`src/rtl/btn_debounce_bank_pkg.sv`:
```
// Shared definitions for the pushbutton debouncer bank: state encoding
// and the stability-window defaults for hardware and for simulation.
package btn_debounce_bank_pkg;

    localparam logic [1:0] ST_ZERO  = 2'd0;
    localparam logic [1:0] ST_WAIT1 = 2'd1;
    localparam logic [1:0] ST_ONE   = 2'd2;
    localparam logic [1:0] ST_WAIT0 = 2'd3;

    // 10 ms at 100 MHz; short window keeps simulations quick.
    localparam int DB_STABLE_CYCLES = 1_000_000;
    localparam int DB_STABLE_SIM    = 4;

    typedef enum logic [1:0] {
        ZERO  = ST_ZERO,
        WAIT1 = ST_WAIT1,
        ONE   = ST_ONE,
        WAIT0 = ST_WAIT0
    } db_state_e;

endpackage

```
`src/rtl/debounce_ch.sv`:
```
// One debouncer channel: 2-FF synchronizer, four-state stability FSM with
// its own counter, and registered level/press-tick outputs.
module debounce_ch
    import btn_debounce_bank_pkg::*;
#(
    parameter int STABLE_CYCLES = DB_STABLE_CYCLES
) (
    input  logic clk,
    input  logic rst,
    input  logic btn_raw,
    output logic db_level,
    output logic db_tick
);

    localparam int CNT_W = $clog2(STABLE_CYCLES);
    localparam logic [CNT_W-1:0] CNT_LAST = CNT_W'(STABLE_CYCLES - 1);

    logic            sync_meta;
    logic            sync_out;
    db_state_e       state;
    logic [CNT_W-1:0] cnt;

    // Bring the asynchronous pin into the clock domain through two flops.
    always_ff @(posedge clk or negedge rst) begin
        if (!rst) begin
            sync_meta <= 1'b0;
            sync_out  <= 1'b0;
        end else begin
            sync_meta <= btn_raw;
            sync_out  <= sync_meta;
        end
    end

    // Accept a level change only after the synchronized input has held the
    // new value for the whole window; any return to the old value aborts.
    always_ff @(posedge clk or negedge rst) begin
        if (!rst) begin
            state    <= ZERO;
            cnt      <= '0;
            db_level <= 1'b0;
            db_tick  <= 1'b0;
        end else begin
            db_tick <= 1'b0;
            case (state)
                ZERO: begin
                    if (sync_out) begin
                        state <= WAIT1;
                        cnt   <= '0;
                    end
                end
                WAIT1: begin
                    if (!sync_out) begin
                        state <= ZERO;
                    end else if (cnt == CNT_LAST) begin
                        state    <= ONE;
                        db_level <= 1'b1;
                        db_tick  <= 1'b1;
                    end else begin
                        cnt <= cnt + CNT_W'(1);
                    end
                end
                ONE: begin
                    if (!sync_out) begin
                        state <= WAIT0;
                        cnt   <= '0;
                    end
                end
                WAIT0: begin
                    if (sync_out) begin
                        state <= ONE;
                    end else if (cnt == CNT_LAST) begin
                        state    <= ZERO;
                        db_level <= 1'b0;
                    end else begin
                        cnt <= cnt + CNT_W'(1);
                    end
                end
                default: begin
                    state    <= ZERO;
                    cnt      <= '0;
                    db_level <= 1'b0;
                end
            endcase
        end
    end

endmodule

```
`src/rtl/btn_debounce_bank.sv`:
```
// Bank of independent pushbutton debouncers feeding the display-register
// load logic: one clean level and one press tick per button.
module btn_debounce_bank
    import btn_debounce_bank_pkg::*;
#(
    parameter int N             = 4,
    parameter int STABLE_CYCLES = DB_STABLE_CYCLES
) (
    input  logic         clk,
    input  logic         rst,
    input  logic [N-1:0] btn_raw,
    output logic [N-1:0] db_level,
    output logic [N-1:0] db_tick
);

    for (genvar g = 0; g < N; g++) begin : g_ch
        debounce_ch #(
            .STABLE_CYCLES(STABLE_CYCLES)
        ) u_ch (
            .clk     (clk),
            .rst     (rst),
            .btn_raw (btn_raw[g]),
            .db_level(db_level[g]),
            .db_tick (db_tick[g])
        );
    end

endmodule

```
`config.mk`:
```
export PLATFORM = sky130hd
export DESIGN_NAME = btn_debounce_bank
export DESIGN_NICKNAME = d
export VERILOG_FILES = /design/src/rtl/btn_debounce_bank_pkg.sv /design/src/rtl/debounce_ch.sv /design/src/rtl/btn_debounce_bank.sv
export SDC_FILE = /design/constraint.sdc
export NUM_CORES = 1
export LEC_CHECK = 0
export BUFFER_PORTS_ARGS = -buffer_cell sky130_fd_sc_hd__buf_2
export CAP_MARGIN = 30
export CORE_MARGIN = 5
export CORE_UTILIZATION = 49
export DETAILED_ROUTE_END_ITERATION = 6
export GPL_TIMING_DRIVEN = 1
export SETUP_SLACK_MARGIN = 0.15
export SYNTH_ARGS = -nofsm -noshare
export SYNTH_HDL_FRONTEND = slang
export SYNTH_HIERARCHICAL = 1
export SYNTH_SLANG_ARGS = --single-unit
```
`constraint.sdc`:
```
create_clock -name clk -period 2.8 [get_ports clk]
set_input_delay 0.56 -clock clk [delete_from_list [all_inputs] [get_ports clk]]
set_output_delay 0.56 -clock clk [all_outputs]
set_load 0.005 [all_outputs]
```
==> results.md, run 1 <==
- Startpoint types: flop
- Clock-pin transition on the worst setup and hold timing paths: 70 ps
- PD cells: 492 nW/um^2
- Number of enable flip-flop cells after synthesis: 0
- Drt wl/cell: ~17 microns
- Die ar.: 14400 sq um
- Fin. Hold Viols: 0
- Worst EP arrival: 2480 ps
- Setup CP Type: flop to flop
- HPWL after DPL: between 8 and 9 mm
- Die height: 120 microns
- Root buffer cell: clkbuf_16
- Worst min path class: input pin to async pin
- First-pass DRT Iterations: 5
- Net count, final: between 600 and 700
- Clock Skews: 7.98 ps
- Yosys reg bits: 104
- Via density: 6.34
- Post-CTS Repair Setup Buffers: 0
- Diode count: 0
- Status: completed
- Final Setup Violations: 0
- Syn_area_per_cell: 9.82 sq um
- Initial DRC Count: 396
- Req. time, crit path: 3030 ps
- Final non-filler cell total: roughly 760
- Filler instances: 1092
- Lkg Pwr: between 2 and 3 nW
- Fraction of registers with async set/reset: 100%
- VDD IR-drop max: 418 uV
- Core ar.: 11900 sq um
- Post-CTS sizing: 0
- Total Wirelength: 13.3 mm
- Worst-margin pin slew: 679 ps
- Share of layout cells above drive strength 1: 10.9%
- Die Wd: 120 microns
- Placed Instances: ~750
- Crit. End Element: flop
- Buffers on Ports: 13
- Area of the mapped netlist: between 5000 and 6000 sq um
- Row count: 40
- Main flop type after synthesis: dfrtp_1
- Minimum clock period: 2240 ps
- Total clock sinks: 104
- GRT Total Usage: 19.4%
- P&R area growth vs syn: 8.08%
- Deepest clock path buffer count: 2
- Final Worst Setup Slack: 556 ps
- Vias in the first global route: 4622
- Core Util, Final: 53.7%
- H-tree Lvls: 3
- Syn Nets: 612
- Slew Viols, Final: 0
- CTS tree: built
- Ports: 14
- CTS Buf Count: 9
- Post-route ant nets: 0
- Seq/Total Area, Yosys: 44.0%
- GR Overflow Total: 0
- Final hold slack: ~140 ps
- CTS Hold Bufs: 0
- Netlist cell types: 57
- First-pass GRT wire length: approximately 23 mm
- Largest net degree at the start of global routing: 51
- Max-slew headroom: 54.3%
- Max-cap viol count: 0
- Gpl congestion: 0.823
- Most frequent cells in the layout: 104 x dfrtp_1, 59 x nand2_1, 30 x inv_1, 28 x nand3_1, 23 x o2bb2ai_1
- RSZ-0062 raised after global routing: no
- Dpl ws: 589 ps
- DRC Markers: 0
- Mapped Cells: 602
- Initial antenna violation count: 1
- Setup TNS: 0 ps
- Final period util: 80.1%
- Clk Latency, worst-skew pair: 350 ps
- Most common cell after layout, fill and taps aside: dfrtp_1
- Fmax achieved: about 450 MHz
- Critical path peak fanout: 16
- Ys Warns: 6
- Initial core utilization: 49.7%
- Vias: 4829
## final cells by class
| class | instances | area, sq um | share of cell area [%] |
|---|---|---|---|
| clock buffers | 11 | 243 | 3.80 |
| flip-flops and latches | 104 | 2600 | 40.7 |
| repair buffers | 26 | 178 | 2.78 |
| well taps | 147 | 184 | 2.88 |
| multi-input cells | 436 | 3020 | 47.3 |
| inverters | 33 | 131 | 2.06 |
| clock inverters | 5 | 32.5 | 0.509 |
## critical path: stages, from the launching register on
cell and delay, ps:
dfrtp_1 480, or4_4 580, nor4_4 330, a31o_4 360, inv_4 80, mux2_4 290
## cells in the mapped netlist (4+ instances only)
cell type,number,share of area (%)
a211o_1,11,1.6
a21o_1,4,0.51
a21oi_1,14,1.2
a22o_1,4,0.59
a2bb2oi_1,4,0.59
a31oi_1,13,1.4
a41o_1,10,1.7
a41oi_1,4,0.59
and2_1,9,0.95
and3_1,12,1.3
and4_1,10,1.5
buf_6,4,0.76
clkbuf_1,18,1.1
dfrtp_1,104,44
ha_1,4,0.85
inv_1,30,1.9
mux2i_1,19,3.2
nand2_1,59,3.7
nand2b_1,4,0.42
nand3_1,28,2.4
nand4_1,15,1.6
nor2_1,20,1.3
nor3_1,22,1.9
nor4_1,19,2.0
o211a_1,5,0.85
o211ai_1,18,2.3
o21ai_0,13,1.1
o22ai_1,10,1.1
o2bb2ai_1,23,3.4
o31ai_1,4,0.51
o41ai_1,11,1.6
or3_1,6,0.63
or4_1,19,2.4
xnor2_1,4,0.59
xor2_1,4,0.59
## registers in the layout (all words and copies together), names as in the netlist, named ones only
name	cells
g_ch.u_ch/cnt	80
g_ch.u_ch/sync_meta	4
g_ch.u_ch/db_level	4
g_ch.u_ch/sync_out	4
g_ch.u_ch/state	4
g_ch.u_ch/db_tick	4
## through the flow
step,power (mW),instance area (sq um)
global route,3.32,6390
floorplan,1.89,5910
CTS,3.20,6390
detailed placement,2.00,6120
global placement,1.99,6120
finish,3.15,6390
## metal layers
layer	vias to the layer above	track usage, %	wire length [microns]
li1	2371	-	-
met1	2363	27.6	6520
met2	79	30.2	6020
met3	14	4.81	581
met4	2	4.08	128
met5	-	0	7
## logic make-up (layout without fill, tap and decap cells)
kind of cell	after synthesis	in the layout	share of synthesized area (%)
muxes	23	23	4.17
AOI/OAI and AO/OA	156	156	20.6
adders and majority gates	4	4	0.846
xor gates and xnor gates	8	8	1.18
and+or+nand+nor	245	245	24.3
DFF	104	104	44.0
buffers and inverters	62	75	4.91
## worst paths after layout
path	to	depth (start not counted)	slack [ps]	startpoint
min in group clk	g_ch[1].u_ch/sync_meta$_DFF_PN0_	1	320	btn_raw[1]
setup reg to reg	g_ch[1].u_ch/cnt[0]$_DFFE_PN0P_	5	560	g_ch[1].u_ch/cnt[12]$_DFFE_PN0P_
hold / removal	g_ch[2].u_ch/cnt[15]$_DFFE_PN0P_	1	140	rst
max in group asynchronous	g_ch[0].u_ch/cnt[9]$_DFFE_PN0P_	2	1950	rst
hold reg to reg	g_ch[3].u_ch/sync_out$_DFF_PN0_	0	350	g_ch[3].u_ch/sync_meta$_DFF_PN0_
setup / recovery	g_ch[1].u_ch/cnt[0]$_DFFE_PN0P_	5	560	g_ch[1].u_ch/cnt[12]$_DFFE_PN0P_
## where the power goes
| part | switching, mW | internal [mW] | total (mW) |
|---|---|---|---|
| Clock | 0.549 | 0.624 | 1.17 |
| Combinational | 0.164 | 0.115 | 0.279 |
| Sequential | 0.123 | 1.57 | 1.70 |
Power figures use the tool's default switching activity.
==> run 2, diff against run 1 <==
clock period = 2.3 ns   (was 2.8 ns; I/O delays follow)
==> results.md, run 2 (synthesis gave the netlist of run 1 again) <==
- CTS Buf Count: 9
- Gpl congestion: 0.845
- Initial DRC Count: 395
- Deepest clock path buffer count: 2
- Core ar.: 11900 sq um
- Crit. End Element: flop
- Setup TNS: 0 ps
- H-tree Lvls: 3
- Initial core utilization: 49.7%
- Total clock sinks: 104
- Setup CP Type: flop to flop
- Sequential share of power: 51.7%
- CP max-delay cell: or4_4
- Clock Skews: about 5.2 ps
- Via density: roughly 6.4
- Final hold slack: 46.7 ps
- Most flop-heavy register: g_ch.u_ch/cnt
- Worst-margin pin slew: about 630 ps
- Setup crit start: g_ch[1].u_ch/cnt[13]$_DFFE_PN0P_
- Drt wl/cell: ~18 microns
- Die ar.: 14400 sq um
- Share of layout cells above drive strength 1: roughly 14%
- Max incr delay on CP: between 500 and 600 ps
- Max-slew headroom: a little under 60%
- Die height: 120 microns
- CTS Hold Bufs: 0
- Flop-to-flop setup slack: 230 ps
- P&R area growth vs syn: 11.1%
- Startpoint types: flop
- DRC Markers: 0
- Row count: 40
- Diode count: 0
- PD cells: 606 nW/um^2
- Req. time, crit path: 2540 ps
- Fin. Hold Viols: 0
- Logic pwr share: 9.1%
- GR Overflow Total: 0
- Final Power: around 4.0 mW
- R2r worst-path depth: 5
- Switching share of total power: 26.7%
- HPWL after DPL: ~9.4 mm
- Net Sw Power: roughly 1.1 mW
- Buffers on Ports: 13
- Status: completed
- Total Wirelength: 13.9 mm
- Register Area: 2600 sq um
- Clk Latency, worst-skew pair: roughly 360 ps
- Worst min path class: input pin to async pin
- Critical path, cell by cell: or4_4, nor4_4, a31o_4, inv_4, mux2_4
- Worst reg2reg path startpoint: g_ch[1].u_ch/cnt[13]$_DFFE_PN0P_
- VDD IR-drop max: 668 uV
- Lkg Pwr: 2.85 nW
- Final Setup Violations: 0
- Most frequent cells in the layout: 103 x dfrtp_1, 59 x nand2_1, 33 x buf_4, 30 x inv_1, 28 x nand3_1
- GRT Total Usage: between 15 and 20%
- Int Power: 2.92 mW
- Max reg flops: 80
- Post-route ant nets: 0
- Vias in the first global route: 4667
- Vias: 4988
- RSZ-0062 raised after global routing: yes
- Die Wd: 120 microns
- Initial antenna violation count: 1
- CTS tree: built
- Filler instances: 1043
- Minimum clock period: just over 2000 ps
- Final period util: 90.1%
- Clock power share: 39.2%
- Slew Viols, Final: 0
- Critical path peak fanout: 8
- Clock-pin transition on the worst setup and hold timing paths: about 70 ps
- Ports: 14
- Fmax achieved: between 400 and 500 MHz
- Worst EP arrival: 2310 ps
- Critical R2R Capture: g_ch[1].u_ch/cnt[0]$_DFFE_PN0P_
- Area of the multi-input gates: 3030 sq um
- Largest net degree at the start of global routing: 44
- First-pass DRT Iterations: 5
- Net count, final: 640
- First-pass GRT wire length: between 20 and 25 mm
- Root buffer cell: clkbuf_16
- Most common cell after layout, fill and taps aside: dfrtp_1
- Max-cap viol count: 0
-- run 2: cell types whose count changed in the layout (fill, tap and decap cells not counted), sizes merged --
cell / previous run / this run
buf: 26 / 46
clkinvlp: 3 / 1
bufinv: 0 / 1
clkbuf: 11 / 10
clkinv: 2 / 3
inv: 33 / 34
-- run 2: worst max path at each step --
stage                                             to  slack (ps)  depth (start not counted)
floorplan            g_ch[0].u_ch/cnt[0]$_DFFE_PN0P_         310                          6
global placement     g_ch[0].u_ch/cnt[0]$_DFFE_PN0P_         220                          5
detailed placement   g_ch[0].u_ch/cnt[0]$_DFFE_PN0P_         170                          5
CTS                  g_ch[0].u_ch/cnt[0]$_DFFE_PN0P_         160                          5
global route        g_ch[3].u_ch/cnt[18]$_DFFE_PN0P_         120                          5
finish               g_ch[1].u_ch/cnt[0]$_DFFE_PN0P_         230                          5
-- run 2: metrics by stage --
stage	setup slack [ps]	cell area [sq um]	std cells	utilization [%]
after global routing	118	6570	782	55.2
after floorplan	305	5910	602	-
after CTS	155	6540	779	54.9
final	229	6570	782	55.2
after detailed placement	167	6240	763	52.4
after global placement	218	6240	763	52.4
-- run 2: metal layers --
metal | global-route usage [%] | vias up | share of wire [%]
met5 | 0 | - | 0.051
met1 | 26.5 | 2465 | 46
met2 | 31.8 | 104 | 49
li1 | - | 2402 | -
met4 | 5.94 | 2 | 1.2
met3 | 4.57 | 15 | 4.3
-- run 2: layout make-up --
class	count	share of cell area (%)
clock buffer	10	3.48
clock inverter	6	1.05
sequential	104	39.6
inverter	33	2.00
multi-input combinational	436	46.1
timing repair buffer	46	4.99
tap	147	2.80
-- run 2: critical path, delay by kind of cell (launching register included) --
kind	cells	cell delay (ps)
AO/OA/AOI/OAI	1	290
flip-flops	1	430
buffers and inverters	1	70
AND/OR/NAND/NOR	2	870
multiplexers	1	290
-- run 2: timing repair --
| item | in CTS | in global routing |
|---|---|---|
| setup buffers | 0 | 3 |
| gates resized for setup | 0 | 3 |
| setup endpoints to repair | 0 | 17 |
-- run 2: power groups by stage --
stage	Clock (mW)	Combinational, mW	Sequential [mW]
5_1_grt	1.70	0.406	2.08
3_5_place_dp	0	0.367	2.09
3_3_place_gp	0	0.356	2.09
2_1_floorplan	0	0.253	2.05
6_report	1.56	0.365	2.06
4_1_cts	1.62	0.367	2.05
==> run 3, diff against run 2 <==
clock period = 2.2 ns   (was 2.3 ns; I/O delays follow)
==> results.md, run 3 (synthesis gave the netlist of run 1 again) <==
- Largest net degree at the start of global routing: 45
- Vias: 5030
- Root buffer cell: clkbuf_16
- Max reg flops: 80
- Die height: 120 microns
- VDD IR-drop max: 777 uV
- Buffers on Ports: 13
- Most common cell after layout, fill and taps aside: dfrtp_1
- Post-route ant nets: 0
- Worst reg2reg path startpoint: g_ch[2].u_ch/cnt[5]$_DFFE_PN0P_
- Most frequent cells in the layout: 98 x dfrtp_1, 59 x nand2_1, 54 x buf_4, 30 x inv_1, 28 x nand3_1
- GRT Total Usage: 20.5%
- Initial DRC Count: 492
- Net count, final: around 660
- Share of layout cells above drive strength 1: 18.9%
- Crit-path leading delay family: simple AND/OR/NAND/NOR gates
- Deepest clock path buffer count: 2
- RSZ-0062 raised after global routing: yes
- CTS Buf Count: 9
- Worst EP arrival: 2260 ps
- Die Wd: around 120 microns
- Clk Latency, worst-skew pair: 360 ps
- Critical R2R Capture: g_ch[2].u_ch/cnt[13]$_DFFE_PN0P_
- Slew Viols, Final: 0
- Flop-to-flop setup slack: 180 ps
- Req. time, crit path: 2440 ps
- Max-slew headroom: 58.9%
- P&R area growth vs syn: 14.8%
- Drt wl/cell: 17.4 microns
- Placed Instances: a little under 800
- Core Util, Final: a little under three fifths
- Status: completed
- Final period util: 91.7%
- Row count: 40
- Critical path peak fanout: 6
- First-pass GRT wire length: 24.1 mm
- Total Wirelength: roughly 14 mm
- Critical path, cell by cell: nand4_1, or4_1, or2_2, o41ai_1
- Worst min path class: input pin to async pin
- Gpl congestion: 0.829
- Dpl ws: 132 ps
- Fmax achieved: 496 MHz
- Ports: 14
- Startpoint types: flop
- Core ar.: 11900 sq um
- Most flop-heavy register: g_ch.u_ch/cnt
- HPWL after DPL: 9.37 mm
- GR Overflow Total: 0
- Fin. Hold Viols: 0
- PD cells: roughly 620 nW/um^2
- R2r worst-path depth: 4
- Setup CP Type: flop to flop
- Final Setup Violations: 0
- Initial core utilization: 49.7%
- H-tree Lvls: 3
- Max incr delay on CP: 660 ps
- CTS tree: built
- Final non-filler cell total: 804
- Worst-margin pin slew: 615 ps
- Lkg Pwr: 2.97 nW
- Minimum clock period: 2020 ps
- Diode count: 0
- Total clock sinks: 104
- Setup TNS: 0 ps
- Via density: 6.26
- Max-cap viol count: 0
- Crit. End Element: flop
- Final hold slack: 13.6 ps
- Final Worst Setup Slack: between 150 and 200 ps
- Initial antenna violation count: 0
- CP max-delay cell: or4_1
- Clock Skews: approximately 8.5 ps
- Clock-pin transition on the worst setup and hold timing paths: around 70 ps
- WP buf/inv: 0
- DRC Markers: 0
- First-pass DRT Iterations: 4
- Vias in the first global route: roughly 4.8k
- Die ar.: between 10000 and 15000 sq um
- Setup crit start: g_ch[2].u_ch/cnt[5]$_DFFE_PN0P_
## run 3: cell count changes in the layout (fill, tap and decap cells not counted), moves of 3 or more
| cell | delta |
|---|---|
| dfrtp_1 | -5 |
| buf_4 | +21 |
| dfrtp_2 | +5 |
| or4_1 | -3 |
| or4_4 | +3 |
## run 3: stage by stage
step                cell area (sq um)  total power [mW]
global route                     6790              4.45
finish                           6790              4.24
detailed placement               6330              2.58
floorplan                        5910              2.41
global placement                 6330              2.57
CTS                              6660              4.28
## run 3: cell type report
type	count	area, sq um
Inverter	33	131
Timing Repair Buffer	68	505
Clock inverter	6	67.6
Sequential cell	104	2610
Fill cell	1079	5120
Multi-Input combinational cell	436	3050
Tap cell	147	184
Clock buffer	10	239
## run 3: worst max path at each step
stage / to / slack, ps / depth (start not counted)
after floorplan: g_ch[0].u_ch/cnt[0]$_DFFE_PN0P_ / 210 / 6
after global placement: g_ch[2].u_ch/cnt[0]$_DFFE_PN0P_ / 180 / 5
after detailed placement: g_ch[1].u_ch/cnt[0]$_DFFE_PN0P_ / 130 / 5
after CTS: g_ch[0].u_ch/cnt[13]$_DFFE_PN0P_ / 150 / 4
after global routing: g_ch[2].u_ch/cnt[13]$_DFFE_PN0P_ / 50 / 4
final: g_ch[2].u_ch/cnt[13]$_DFFE_PN0P_ / 180 / 4
## run 3: worst reg2reg max path, stage by stage, from the launching register on
cell and delay (ps):
dfrtp_1 430, nand4_1 230, or4_1 660, or2_2 320, o41ai_1 260
## run 3: timing repair
item,CTS,global route
pin swaps,3,6
hold buffers,0,0
setup buffers,3,12
gates resized for setup,0,14
endpoints found under the setup margin,3,14
## run 3: power breakdown
group	switching, mW	internal (mW)
Clock	0.752	0.918
Sequential	0.132	2.01
Combinational	0.241	0.191
## run 3: layer usage
metal	wire length (microns)	global-route usage, %
met2	6520	31.4
met4	146	5.44
met3	610	4.76
met5	0	0
met1	6680	29.3
